===== src/rtl/uart_rx_datapath.sv =====
// rtl/uart_rx_datapath.sv - UART receive datapath: bit shifter, parity accumulator and valid/ack holding register
module uart_rx_datapath #(
    parameter int DATA_BITS  = 8,
    parameter int PARITY_EN  = 1,
    parameter int PARITY_ODD = 0
) (
    input  logic                 clock,
    input  logic                 reset,
    input  logic                 rx,
    input  logic                 shift,
    input  logic                 clear,
    input  logic                 parity_reset,
    input  logic                 rx_ack,
    output logic                 done,
    output logic [DATA_BITS-1:0] rx_data,
    output logic                 rx_valid,
    output logic                 parity_err,
    output logic                 frame_err,
    output logic                 overrun
);

    localparam int FRAME_BITS = DATA_BITS + PARITY_EN + 1;
    localparam int CW         = $clog2(FRAME_BITS + 1);
    localparam logic [CW-1:0] FRAME_CNT = CW'(FRAME_BITS);
    localparam logic [CW-1:0] STOP_IDX  = CW'(FRAME_BITS - 1);
    localparam logic PEN  = (PARITY_EN != 0);
    localparam logic PODD = (PARITY_ODD != 0);

    logic [FRAME_BITS-1:0] sr;
    logic [CW-1:0]         bit_cnt;
    logic                  par;
    logic                  take_new;
    logic                  acked;

    assign take_new = ~rx_valid | rx_ack;
    assign acked    = rx_valid & rx_ack;

    always_ff @(posedge clock) begin
        if (reset) begin
            sr         <= '0;
            bit_cnt    <= '0;
            par        <= 1'b0;
            done       <= 1'b0;
            rx_data    <= '0;
            rx_valid   <= 1'b0;
            parity_err <= 1'b0;
            frame_err  <= 1'b0;
            overrun    <= 1'b0;
        end else begin
            done <= (bit_cnt == FRAME_CNT);
            if (clear) begin
                bit_cnt <= '0;
                done    <= 1'b0;
                par     <= 1'b0;
                if (take_new) begin
                    rx_data    <= sr[DATA_BITS-1:0];
                    rx_valid   <= 1'b1;
                    parity_err <= PEN & (par ^ PODD);
                    frame_err  <= ~sr[FRAME_BITS-1];
                    if (acked) begin
                        overrun <= 1'b0;
                    end
                end else begin
                    overrun <= 1'b1;
                end
            end else begin
                if (acked) begin
                    rx_valid <= 1'b0;
                    overrun  <= 1'b0;
                end
                if (parity_reset) begin
                    bit_cnt <= '0;
                    par     <= 1'b0;
                    done    <= 1'b0;
                end else if (shift && (bit_cnt != FRAME_CNT)) begin
                    sr      <= {rx, sr[FRAME_BITS-1:1]};
                    bit_cnt <= bit_cnt + 1'b1;
                    // the stop bit is the last shift and stays out of the parity sum
                    if (bit_cnt != STOP_IDX) begin
                        par <= par ^ rx;
                    end
                end
            end
        end
    end

endmodule


===== config.mk =====
export PLATFORM = sky130hd
export DESIGN_NAME = uart_rx_datapath
export DESIGN_NICKNAME = d
export VERILOG_FILES = /design/src/rtl/uart_rx_datapath.sv
export SDC_FILE = /design/constraint.sdc
export NUM_CORES = 1
export LEC_CHECK = 0
export CORE_UTILIZATION = 46
export CTS_BUF_LIST = sky130_fd_sc_hd__clkbuf_8 sky130_fd_sc_hd__clkbuf_16
export DETAILED_ROUTE_END_ITERATION = 8
export HOLD_SLACK_MARGIN = 0.02
export PLACE_DENSITY = 0.74
export RECOVER_POWER = 50
export SKIP_LAST_GASP = 1
export SYNTH_ARGS = -nofsm -noshare
export SYNTH_HDL_FRONTEND = slang
export SYNTH_SLANG_ARGS = --single-unit

===== constraint.sdc =====
create_clock -name clock -period 1.27 [get_ports clock]
set_input_delay 0.1905 -clock clock [delete_from_list [all_inputs] [get_ports clock]]
set_output_delay 0.1905 -clock clock [all_outputs]
set_load 0.03 [all_outputs]

==> metrics <==
status finished with violations; failing checks setup timing; WL final 2.40 mm; die area 2740 um2; Synth warnings 0; Initial DRC Count 20; GRT Max-Usage Layer met2; crit path cell chain inv_1 > ha_4 > nor2_1 > o311a_1 > mux2i_1; largest stage delay on the critical path about 0.35 ns; DR DRC count 0; GR Util All Layers 0.188; detailed placement HPWL ~1.7 mm; syn_nets 134; vias per cell 5.43; Max-Cap Viols 0; Max Fclk 781 MHz; nets@finish between 150 and 200; peak supply drop 838 uV; Net Sw Power approximately 370 uW; Num CTS Buffers 3; clk_skew just over 0.005 ns; ys flop type dfxtp_1; HP Class register to register; sequential fraction of the synthesis area 0.480; routed via count ~970; register share of total power 0.509; Switching Fraction 0.212; Worst-path clk slew 0.10 ns; Starting Density 0.508; I/O pin total 20; final setup vio count 1; total chip power 1.75 mW; GR Util met3 0.0348; largest net degree at the start of global routing 24; die span in y between 50 and 60 um; Syn Inst Count 124; setup TNS -0.0100 ns; root buf cell clkbuf_8; pre-CTS setup slack -0.239 ns; Post-DRT Antenna Nets 0; Crit Path Max Fanout 3; core box area 2300 um2; Pint between 1 and 1.5 mW; IO Port Bufs 19; worst hold margin 0.476 ns; RSZ-0062 raised after global routing yes; PD cells 1120 nW/um2; Clk Latency, worst-skew pair 0.28 ns; Clock Sinks 28; DRT Pass-1 Iters 4; Avg Inst Size Synth 9.41 um2; period utilisation layout 1.01; Period minus WS final 1.28 ns; Die X-Extent 52.4 um; slowest cell on the critical path o311a_1; CTS tree done; num rows 17; GRT overflow 0; kind of critical path register to register; Clk network pwr share 0.401; combinational power share 0.090; share of cells above drive strength 1 0.173; Cell Area, Synth 1170 um2; CP Launch Type register; GR Util met1 0.234; Setup Buffers After CTS 0; Layout Utilization 0.679; ys async rst share 0; Netlist cell types 25; Area Overhead vs Synth 33.5%; gpl congestion 0.875; WP data required about 1.4 ns; Ant. Diodes 0; #FFs+latches synth 28; Critical Path AT ~1.5 ns; first-pass GRT wire length 3.86 mm; H-tree depth 1; CTS max path bufs 2; met2 Resource Use GR 0.321; antenna violations before repair 0; Hold Vio Cnt, Final 0; via count of the first global-routing pass 889; Max-slew headroom 0.743; CP endpoint kind register; Final WS setup -0.0100 ns; Post-synth EDFFs 0; max-slew violation count 0; Wirelength per Cell 13.5 um; worst-margin pin slew 0.382 ns; Static Leak 0.679 nW
-- cell type report --
type / instances / area [um2]
Fill cell: 196 / 738
Multi-Input combinational cell: 84 / 602
Sequential cell: 28 / 566
Timing Repair Buffer: 30 / 268
Clock buffer: 3 / 41.3
Tap cell: 28 / 35.0
Clock inverter: 1 / 30.0
Inverter: 4 / 17.5
-- cells in the mapped netlist (2+ instances only) --
cell type  number  area share
nor2_1          4       0.013
mux2i_1        11       0.094
nand4_1         2       0.011
a211o_1         2       0.015
nor3_1          2      0.0086
clkbuf_1        3      0.0096
buf_2           4       0.017
dfxtp_1        28        0.48
o21ai_0        10       0.043
and3_1          2       0.011
nand3_1         9       0.039
nand2b_1       13       0.070
a21oi_1        14       0.060
inv_1           4       0.013
nand2_1         4       0.013
ha_1            3       0.032
-- logic make-up (layout without fill, tap and decap cells) --
kind of cell / after synthesis / count (layout) / share of synthesized area
flops: 28 / 28 / 0.480
compound gates: 28 / 28 / 0.133
fa+ha+maj: 3 / 3 / 0.0322
buf+inv: 12 / 38 / 0.0429
mux: 11 / 11 / 0.0943
xor+xnor: 1 / 1 / 0.00750
simple gates: 41 / 41 / 0.210
-- sequential cells by signal, summed over array words and instances (netlist names) --
register	cells
rx_data	8
overrun	1
done	1
bit_cnt	4
parity_err	1
frame_err	1
par	1
sr	10
rx_valid	1
-- power by group through the flow --
stage | Clock, mW | Combinational [mW] | Sequential (mW)
floorplan | 0 | 0.0686 | 0.927
global placement | 0 | 0.149 | 0.913
detailed placement | 0 | 0.153 | 0.913
CTS | 0.713 | 0.150 | 0.893
global route | 0.737 | 0.169 | 0.893
finish | 0.703 | 0.158 | 0.891
-- routing by layer --
| layer | vias up | wire, um |
|---|---|---|
| li1 | 483 | - |
| met1 | 462 | 1130 |
| met2 | 18 | 1190 |
| met3 | 4 | 64 |
| met4 | 0 | 21 |
| met5 | - | 0 |
-- per-stage QoR --
step           std cells  area, um2
4_1_cts              178       1510
5_1_grt              178       1560
3_3_place_gp         174       1460
3_5_place_dp         174       1460
2_1_floorplan        124       1170
6_report             178       1560
-- final timing paths --
path	depth (start not counted)	slack [ns]	start	to
worst max-delay path	5	-0.01	bit_cnt[0]$_SDFFE_PP0P_	par$_SDFFE_PP0P_
worst min-delay path	2	0.48	rx_data[4]$_SDFFE_PP0P_	rx_data[4]$_SDFFE_PP0P_
worst min register to register	2	0.48	rx_data[4]$_SDFFE_PP0P_	rx_data[4]$_SDFFE_PP0P_
worst max register to register	5	-0.01	bit_cnt[0]$_SDFFE_PP0P_	par$_SDFFE_PP0P_
-- worst max-delay path, delay by kind of cell (launching register included) --
kind                     cells  cell delay [ns]
AO/OA/AOI/OAI                1             0.35
flip-flops                   1             0.34
buffers and inverters        1             0.13
multiplexers                 1             0.12
AND/OR/NAND/NOR              1             0.05
adder cells (fa/ha/maj)      1             0.18
-- cell usage in the layout, fill, tap and decap left out, types with 3 or more instances in the layout --
master | netlist | layout
a21oi_1 | 14 | 14
buf_4 | 0 | 7
clkbuf_8 | 0 | 3
clkdlybuf4s50_1 | 0 | 6
dfxtp_1 | 28 | 26
dlygate4sd2_1 | 0 | 13
inv_1 | 4 | 3
mux2i_1 | 11 | 11
nand2_1 | 4 | 4
nand2b_1 | 13 | 13
nand3_1 | 9 | 9
nor2_1 | 4 | 4
o21ai_0 | 10 | 10
-- timing repair --
item / 4_1_cts / 5_1_grt
hold buffers: 0 / 0
pin swaps: 0 / 1
resized for setup: 15 / 12
endpoints found under the setup margin: 16 / 17
Note: power is estimated with default switching activity, not from simulation.
